$ cat src/rtl/uart_tx_arbiter.sv
// uart_tx_arbiter
//   Round-robin arbiter sharing one UART transmitter core among NREQ byte
//   producers. The owner keeps the grant for a whole packet (up to
//   MAX_BURST bytes); each byte is sequenced through a start/busy handshake
//   with the transmitter.
//
// Handshakes:
//   Requester side: i_req[i] is held high with i_req_data/i_req_last stable
//   until o_ack[i] pulses for one cycle; the byte is consumed on that pulse.
//   Transmitter side: o_tx_start pulses one cycle with o_tx_data valid (and
//   held afterwards); the core raises i_tx_busy while shifting. If busy never
//   rises within BUSY_TIMEOUT cycles the byte is treated as sent.
//
// Ports:
//   i_clk        system clock, rising edge
//   i_rst        asynchronous active-high reset
//   i_req        per-requester byte valid
//   i_req_data   byte of requester i at [8i+7:8i]
//   i_req_last   byte of requester i ends its packet
//   o_ack        one-cycle pulse, byte of requester i taken
//   o_grant      one-hot transmitter owner, zero when idle
//   o_tx_start   one-cycle start pulse to the transmitter
//   o_tx_data    byte for the transmitter
//   i_tx_busy    transmitter is shifting a frame
//   o_active     FSM is not in IDLE
//   o_dbg_state  current FSM state encoding
module uart_tx_arbiter #(
  parameter int NREQ         = 4,
  parameter int MAX_BURST    = 16,
  parameter int BUSY_TIMEOUT = 4
) (
  input  logic                i_clk,
  input  logic                i_rst,
  input  logic [NREQ-1:0]     i_req,
  input  logic [8*NREQ-1:0]   i_req_data,
  input  logic [NREQ-1:0]     i_req_last,
  output logic [NREQ-1:0]     o_ack,
  output logic [NREQ-1:0]     o_grant,
  output logic                o_tx_start,
  output logic [7:0]          o_tx_data,
  input  logic                i_tx_busy,
  output logic                o_active,
  output logic [1:0]          o_dbg_state
);

  localparam int IW = $clog2(NREQ);

  localparam logic [1:0] S_IDLE      = 2'd0;
  localparam logic [1:0] S_LOAD      = 2'd1;
  localparam logic [1:0] S_WAIT_BUSY = 2'd2;
  localparam logic [1:0] S_WAIT_DONE = 2'd3;

  logic [1:0]      r_state;
  logic [IW-1:0]   r_last;
  logic [IW-1:0]   r_gidx;
  logic [NREQ-1:0] r_grant;
  logic [NREQ-1:0] r_ack;
  logic            r_tx_start;
  logic [7:0]      r_tx_data;
  logic            r_active;
  logic [7:0]      r_burst;
  logic [3:0]      r_tout;
  logic            r_pkt_last;

  logic            w_any;
  logic [IW-1:0]   w_sel;
  int              w_scan;
  logic            w_g_req;
  logic [7:0]      w_g_data;
  logic            w_g_last;
  logic            w_eob_now;
  logic            w_eob_release;
  logic            w_release;
  logic            w_reload;

  // Round-robin pick: scanning offsets from NREQ down to 1 lets the smallest
  // offset after r_last overwrite any later candidate, so it wins.
  always_comb begin
    w_any  = 1'b0;
    w_sel  = '0;
    w_scan = 0;
    for (int off = NREQ; off >= 1; off--) begin
      w_scan = (int'(r_last) + off) % NREQ;
      if (i_req[IW'(w_scan)]) begin
        w_any = 1'b1;
        w_sel = IW'(w_scan);
      end
    end
  end

  assign w_g_req  = i_req[r_gidx];
  assign w_g_data = i_req_data[{r_gidx, 3'b000} +: 8];
  assign w_g_last = i_req_last[r_gidx];

  // A byte is finished when the core drops busy, or when busy never showed
  // up within the timeout window.
  assign w_eob_now = (r_state == S_WAIT_DONE && !i_tx_busy) ||
                     (r_state == S_WAIT_BUSY && !i_tx_busy &&
                      r_tout == 4'(BUSY_TIMEOUT - 1));
  assign w_eob_release = r_pkt_last || (r_burst == 8'(MAX_BURST));

  // Release either ends the packet/burst or handles a requester that
  // withdrew before its byte was loaded.
  assign w_release = (r_state == S_LOAD && !w_g_req) ||
                     (w_eob_now && w_eob_release);
  assign w_reload  = w_eob_now && !w_eob_release;

  always_ff @(posedge i_clk or posedge i_rst) begin
    if (i_rst) begin
      r_state    <= S_IDLE;
      r_last     <= IW'(NREQ - 1);
      r_gidx     <= '0;
      r_grant    <= '0;
      r_ack      <= '0;
      r_tx_start <= 1'b0;
      r_tx_data  <= 8'h00;
      r_active   <= 1'b0;
      r_burst    <= 8'd0;
      r_tout     <= 4'd0;
      r_pkt_last <= 1'b0;
    end else begin
      r_tx_start <= 1'b0;
      r_ack      <= '0;
      if (w_release) begin
        r_grant  <= '0;
        r_last   <= r_gidx;
        r_state  <= S_IDLE;
        r_active <= 1'b0;
      end else if (w_reload) begin
        r_state <= S_LOAD;
      end else begin
        case (r_state)
          S_IDLE: begin
            if (w_any) begin
              r_grant  <= {{(NREQ-1){1'b0}}, 1'b1} << w_sel;
              r_gidx   <= w_sel;
              r_burst  <= 8'd0;
              r_active <= 1'b1;
              r_state  <= S_LOAD;
            end
          end
          S_LOAD: begin
            // w_g_req is high here; the low case is handled by w_release.
            r_tx_data  <= w_g_data;
            r_tx_start <= 1'b1;
            r_ack      <= {{(NREQ-1){1'b0}}, 1'b1} << r_gidx;
            r_pkt_last <= w_g_last;
            r_burst    <= r_burst + 8'd1;
            r_tout     <= 4'd0;
            r_state    <= S_WAIT_BUSY;
          end
          S_WAIT_BUSY: begin
            if (i_tx_busy) begin
              r_state <= S_WAIT_DONE;
            end else begin
              r_tout <= r_tout + 4'd1;
            end
          end
          S_WAIT_DONE: begin
            // Stays here while busy; the falling edge is caught by w_eob_now.
          end
          default: r_state <= S_IDLE;
        endcase
      end
    end
  end

  assign o_ack       = r_ack;
  assign o_grant     = r_grant;
  assign o_tx_start  = r_tx_start;
  assign o_tx_data   = r_tx_data;
  assign o_active    = r_active;
  assign o_dbg_state = r_state;

endmodule

$ cat config.mk
export PLATFORM = sky130hd
export DESIGN_NAME = uart_tx_arbiter
export DESIGN_NICKNAME = d
export VERILOG_FILES = /design/src/rtl/uart_tx_arbiter.sv
export SDC_FILE = /design/constraint.sdc
export NUM_CORES = 1
export LEC_CHECK = 0
export CORE_MARGIN = 5
export CORE_UTILIZATION = 47
export CTS_CLUSTER_SIZE = 16
export DETAILED_ROUTE_END_ITERATION = 10
export PLACE_DENSITY_LB_ADDON = 0.12
export SETUP_SLACK_MARGIN = 0.2
export SLEW_MARGIN = 20
export SYNTH_ARGS = -nofsm -noshare
export SYNTH_HDL_FRONTEND = slang
export SYNTH_SLANG_ARGS = --single-unit
export TNS_END_PERCENT = 100
$ cat constraint.sdc
create_clock -name i_clk -period 2.8 [get_ports i_clk]
set_input_delay 0.42 -clock i_clk [delete_from_list [all_inputs] [get_ports i_clk]]
set_output_delay 0.42 -clock i_clk [all_outputs]
set_load 0.1 [all_outputs]
==> flow_summary.toml, run 1 <==
[floorplanning]
start_util = 0.486
core_area_mm2 = 0.00435
die-width_um = 77.1
num_rows = 24
die-area_mm2 = 0.00594
die-height_um = 77.1
io-pin-count = 63

[routing]
drc = 0
wl_mm = 4.90
viasPerCell = 5.50
ant_nets = 0
firstDrtPassIters = 4
vias = 1701
post_drt_wl_per_cell_um = 15.8
drtIter0Drc = 80

[clock_tree]
hold_buffers = 0
cts_tree = "done"
clockBufferDepth = 2
insertion_delay_ps = 290
post_cts_buffers = 0
ctsResizeCount = 0
cts.htree.levels = 2
path_clk_slew_ps = 70
cts-root-buf = "clkbuf_8"
clock_sinks = 37
cts_buffers = 5

[setup_path]
cp_slowest_stage_delay_ps = 630
r2r_end = "o_tx_data[4]$_DFFE_PP0P_"
crit_type = "flop to flop"
critPathLaunchType = "flop"
reg2reg_depth = 6
slowest_stage = "and3_1"
end_kind = "flop"
r2r_start = "o_dbg_state[0]$_DFFE_PP0P_"
crit_buf_inv = 1
critical_path.top_delay_family = "simple AND/OR/NAND/NOR gates"
crit_required_ps = 2980
path_cells = "inv_1, ha_1, nand4bb_1, a21o_1, and3_1, mux2_2"
cp.arrival_ps = 2540
r2r_setup_slack_ps = 440
path_max_fanout = 14

[logic_synthesis]
async_flop_share = 1.00
synth.most_common_cell = "dfrtp_1"
synth_area_leaders = "dfrtp_1 (41%), mux4_2 (11%), ha_1 (4.7%)"
synth_cell_types = 40
synth-main-ff-cell = "dfrtp_1"
synthTopCellsByCount = "dfrtp_1 (35), nor2_1 (16), nand2_1 (13)"
synth-edff-count = 0
yosys_warnings = 0
synth_top_area_frac = 0.414
ys_seq_area_frac = 0.439
syn-num-nets = 239
ys_ff_latch = 37
syn_avg_cell_area_um2 = 11.3
synthCells = 188
yosysTopAreaCell = "dfrtp_1"
synth_area_mm2 = 0.00212

[sta]
worst_pin_slew_ps = 706
fin_crit_sh = 0.843
max_slew_margin = 0.526
slew_violations = 0
hold_violations = 0
finClkSkew_ps = 4.91
finalCriticalPeriod_ps = 2360
finalSetupTns_ps = 0
setup_viol = 0
rsz0062_at_grt = "no"
hold_ws_ps = 495
timing.fmax_ghz = 0.424

[min_path]
hold_start = "o_grant[2]$_DFFE_PP0P_"
whs_path_depth = 1
hold_end = "o_grant[2]$_DFFE_PP0P_"
worst_hold_path_type = "flop to flop"

[finish]
nFillCells = 362
fin_nets = 307
stdcell_count = 309
stdcell_area_mm2 = 0.00285
multi_input_area_mm2 = 0.00110
syn2layout_area_growth_pct = 34.8
ff_latch_area_um2 = 930
diodes = 0
drive_above_1_share = 0.233

[grt]
grt_start_max_net_pins = 38
grt-ovfl-total = 0
track_usage = 0.175
antenna_found_initial = 0
grt_first_pass_wirelength_mm = 8.39
grt_pass1_vias = 1746

[placement]
placed_cell_area_mm2 = 0.00274
place_hpwl_mm = 3.79
dp.cells = 301
gp_congestion = 0.819
numPortBuffers = 62

[power_and_ir_drop]
peakVddDrop_mv = 0.753
leakage_uw = 0.00126
p_per_area_mw_per_mm2 = 1230

[job]
drv_cap = 0

[outcome]
status = "finished, final reports clean"
[layer usage]
metal  share of wire  global-route usage  wire, µm  vias to the layer above
li1                -                   -         -                      823
met1            0.42               0.214      2080                      816
met2            0.50               0.289      2450                       52
met3           0.055              0.0480       268                       10
met4           0.020              0.0722       100                        0
met5               0                   0         0                        -
[worst register-to-register path, stage by stage (launching register included)]
cell,delay [ps]
dfrtp_2,410
inv_1,70
ha_1,280
nand4bb_1,170
a21o_1,280
and3_1,630
mux2_2,410
[layout by cell type (no fill, tap or decap), types with 3 or more instances in the layout]
cell type and count:
nand3_1 4, nand2_1 13, nand4_1 3, a22o_1 5, buf_4 24, and3_1 3
dfrtp_1 34, a21o_1 5, nor2_1 16, ha_1 8, xnor2_1 3, nand2b_1 4
o21ai_0 9, mux4_2 10, a21oi_1 7, nor4_1 4, mux2_4 5, inv_1 12
clkdlybuf4s50_1 42, mux2_2 6, clkbuf_8 5, o2bb2ai_1 5
[logic make-up after synthesis]
kind of cell,Yosys count,synth area share
fa+ha+maj,8,0.0473
mux,21,0.174
flops,37,0.439
compound gates,42,0.137
buf+inv,17,0.0408
xor+xnor,5,0.0207
simple gates,58,0.142
[worst max-delay path by stage]
stage	from	to	slack (ps)	cells after the start
after floorplan	o_dbg_state[1]$_DFFE_PP0P_	o_tx_data[0]$_DFFE_PP0P_	220	7
after global placement	i_req[3]	o_tx_data[6]$_DFFE_PP0P_	370	4
after detailed placement	i_req[3]	o_tx_data[4]$_DFFE_PP0P_	340	4
after CTS	o_dbg_state[0]$_DFFE_PP0P_	r_pkt_last$_DFFE_PP0P_	450	6
after global routing	o_dbg_state[0]$_DFFE_PP0P_	r_pkt_last$_DFFE_PP0P_	290	6
final	o_dbg_state[0]$_DFFE_PP0P_	o_tx_data[4]$_DFFE_PP0P_	440	6
[flip-flops by register name (all words and copies together) (netlist names)]
name	flops
o_tx_data	8
o_dbg_state	2
o_active	1
r_tout	4
o_tx_start	1
o_grant	4
o_ack	4
r_burst	8
r_pkt_last	1
r_gidx	2
r_last	2
[final cells by class]
class,count,area share
repair buffers,66,0.211
clock inverters,2,0.0136
flip-flops and latches,37,0.326
well taps,52,0.0228
inverters,12,0.0158
clock buffers,6,0.0254
multi-input cells,134,0.386
[power by group]
group,internal (µW),total (µW),switching [µW]
combinational,721,2170,1450
sequential,739,881,142
clock,267,458,191
[per-stage QoR]
step / total power, µW / setup WS, ps / utilization
floorplan: 2610 / 215 / -
global placement: 3050 / 374 / 0.630
CTS: 3540 / 448 / 0.655
global route: 3730 / 288 / 0.655
detailed placement: 3070 / 343 / 0.630
finish: 3510 / 440 / 0.655
Power figures use the tool's default switching activity.
==> run 2: changes to the inputs <==
--- a/config.mk
+++ b/config.mk
@@ -6,7 +6,7 @@
 export NUM_CORES = 1
 export LEC_CHECK = 0
 export CORE_MARGIN = 5
-export CORE_UTILIZATION = 47
+export CORE_UTILIZATION = 43
 export CTS_CLUSTER_SIZE = 16
 export DETAILED_ROUTE_END_ITERATION = 10
 export PLACE_DENSITY_LB_ADDON = 0.12
==> constraint.sdc (replaced) <==
create_clock -name i_clk -period 2.1 [get_ports i_clk]
set_input_delay 0.315 -clock i_clk [delete_from_list [all_inputs] [get_ports i_clk]]
set_output_delay 0.315 -clock i_clk [all_outputs]
set_load 0.1 [all_outputs]
==> run 2 against run 1 <==
  * Register-to-register slack lost 270 ps
  * Utilization grew 2.3 points
  * Flip-flop and latch count is the same
  * Die area grew 8.1%
  * Largest cell class unchanged
  * Critical path depth is the same
  * Count of clock-buffer cells in the layout shrank 1
  * Via count grew 7.8%
==> flow_summary.toml, run 2 (synthesis gave the netlist of run 1 again) <==
[setup_path]
cp.arrival_ps = 2120
crit_end = "o_dbg_state[0]$_DFFE_PP0P_"
crit_type = "flop to flop"
crit_required_ps = 2290
r2r_setup_slack_ps = 170
critPathLaunchType = "flop"
r2r_start = "o_dbg_state[1]$_DFFE_PP0P_"
end_kind = "flop"
startpoint = "o_dbg_state[1]$_DFFE_PP0P_"
path_max_fanout = 6
r2r_end = "o_dbg_state[0]$_DFFE_PP0P_"
reg2reg_depth = 6

[grt]
grt-ovfl-total = 0
grt_first_pass_wirelength_mm = 8.91
grt_pass1_vias = 1911
track_usage = 0.181
grt_start_max_net_pins = 38
antenna_found_initial = 0

[sta]
timing.fmax_ghz = 0.518
finalSetupTns_ps = 0
finClkSkew_ps = 13.4
worst_pin_slew_ps = 358
finalCriticalPeriod_ps = 1930
slew_violations = 0
rsz0062_at_grt = "yes"
setup_viol = 0
hold_violations = 0
fin_crit_sh = 0.919
max_slew_margin = 0.760

[floorplanning]
num_rows = 25
start_util = 0.445
io-pin-count = 63
die-area_mm2 = 0.00642
die-width_um = 80.1
die-height_um = 80.1
core_area_mm2 = 0.00475

[routing]
ant_nets = 0
drc = 0
viasPerCell = 5.23
drtIter0Drc = 69
post_drt_wl_per_cell_um = 15.8
vias = 1834
wl_mm = 5.55
firstDrtPassIters = 4

[clock_tree]
cts.htree.levels = 2
cts-root-buf = "clkbuf_8"
insertion_delay_ps = 300
cts_tree = "done"
path_clk_slew_ps = 90
cts_buffers = 5
clockBufferDepth = 2
clock_sinks = 37

[finish]
final_common_cell = "buf_4"
stdcell_area_mm2 = 0.00322
nFillCells = 384
drive_above_1_share = 0.373
final_cell_mix = "buf_4 (47), clkdlybuf4s50_1 (39), dfrtp_1 (33), nor2_1 (15), nand2_1 (12)"
syn2layout_area_growth_pct = 52.4
diodes = 0
fin_nets = 334
stdcell_count = 351

[power_and_ir_drop]
peakVddDrop_mv = 0.923
power_frac_comb = 0.669
p_clk_frac = 0.098
leakage_uw = 0.00143
power_uw = 5140
switching_share = 0.503
power.internal_uw = 2560
pwr-share-seq = 0.233
p_per_area_mw_per_mm2 = 1590
power.switching_uw = 2580

[placement]
gp_congestion = 0.805
numPortBuffers = 62
dp.cells = 332
placed_cell_area_mm2 = 0.00293
place_hpwl_mm = 4.06

[job]
drv_cap = 0

[outcome]
status = "finished, final reports clean"

[min_path]
worst_hold_path_type = "input pin to asynchronous set/reset pin"
## run 2: changes by cell type in the layout (fill, tap and decap cells not counted), moves of 3 or more
cell	before	now
buf_12	0	3
buf_4	24	47
clkdlybuf4s50_1	42	39
dlymetal6s2s_1	0	3
ha_1	8	5
inv_1	12	9
## run 2: power by group through the flow
stage | sequential [µW] | combinational (µW) | clock (µW)
2_1_floorplan | 2260 | 1260 | 0
4_1_cts | 1190 | 3230 | 518
6_report | 1200 | 3440 | 503
3_5_place_dp | 1210 | 3130 | 0
5_1_grt | 1240 | 3650 | 548
3_3_place_gp | 1200 | 3090 | 0
## run 2: layout make-up
type | instances | area (µm²) | area share
repair buffers | 93 | 852 | 0.264
multi-input cells | 134 | 1220 | 0.378
clock inverters | 3 | 17.5 | 0.00543
clock buffers | 5 | 68.8 | 0.0213
flip-flops and latches | 37 | 936 | 0.290
well taps | 67 | 83.8 | 0.0260
inverters | 12 | 47.5 | 0.0147
## run 2: critical path, cell delays in order, from the launching register on
cell and delay (ps):
dfrtp_4 530, ha_4 190, nand4bb_4 110, a21oi_2 70
buf_6 140, or4_4 510, a32o_1 270
## run 2: worst min path at each step
stage / start / end / depth (start not counted)
2_1_floorplan: r_pkt_last$_DFFE_PP0P_ / r_pkt_last$_DFFE_PP0P_ / 1
4_1_cts: i_rst / o_ack[1]$_DFF_PP0_ / 3
6_report: i_rst / o_ack[1]$_DFF_PP0_ / 3
5_1_grt: i_rst / o_ack[1]$_DFF_PP0_ / 3
3_5_place_dp: o_active$_DFFE_PP0P_ / o_active$_DFFE_PP0P_ / 1
3_3_place_gp: o_active$_DFFE_PP0P_ / o_active$_DFFE_PP0P_ / 1
## run 2: through the flow
stage | hold WS (ps) | worst slack [ps] | utilization
global placement | 464 | -23.4 | 0.616
CTS | 364 | 163 | 0.648
floorplan | 481 | 4.39 | -
finish | 360 | 169 | 0.678
global route | 395 | 117 | 0.678
detailed placement | 468 | -46.5 | 0.616
## run 2: per-layer routing
metal  track usage  up-vias  wire (µm)
met1         0.215      898       2290
met3        0.0527       10        305
met2         0.301       42       2850
li1              -      884          -
met5             0        -          0
met4        0.0845        0        106
## run 2: what timing repair did
action / CTS / global route
hold buffers: 0 / 0
cloned: 0 / 0
gates resized for setup: 6 / 19
setup buffers: 4 / 7
pin swaps: 2 / 8
endpoints found under the setup margin: 25 / 28
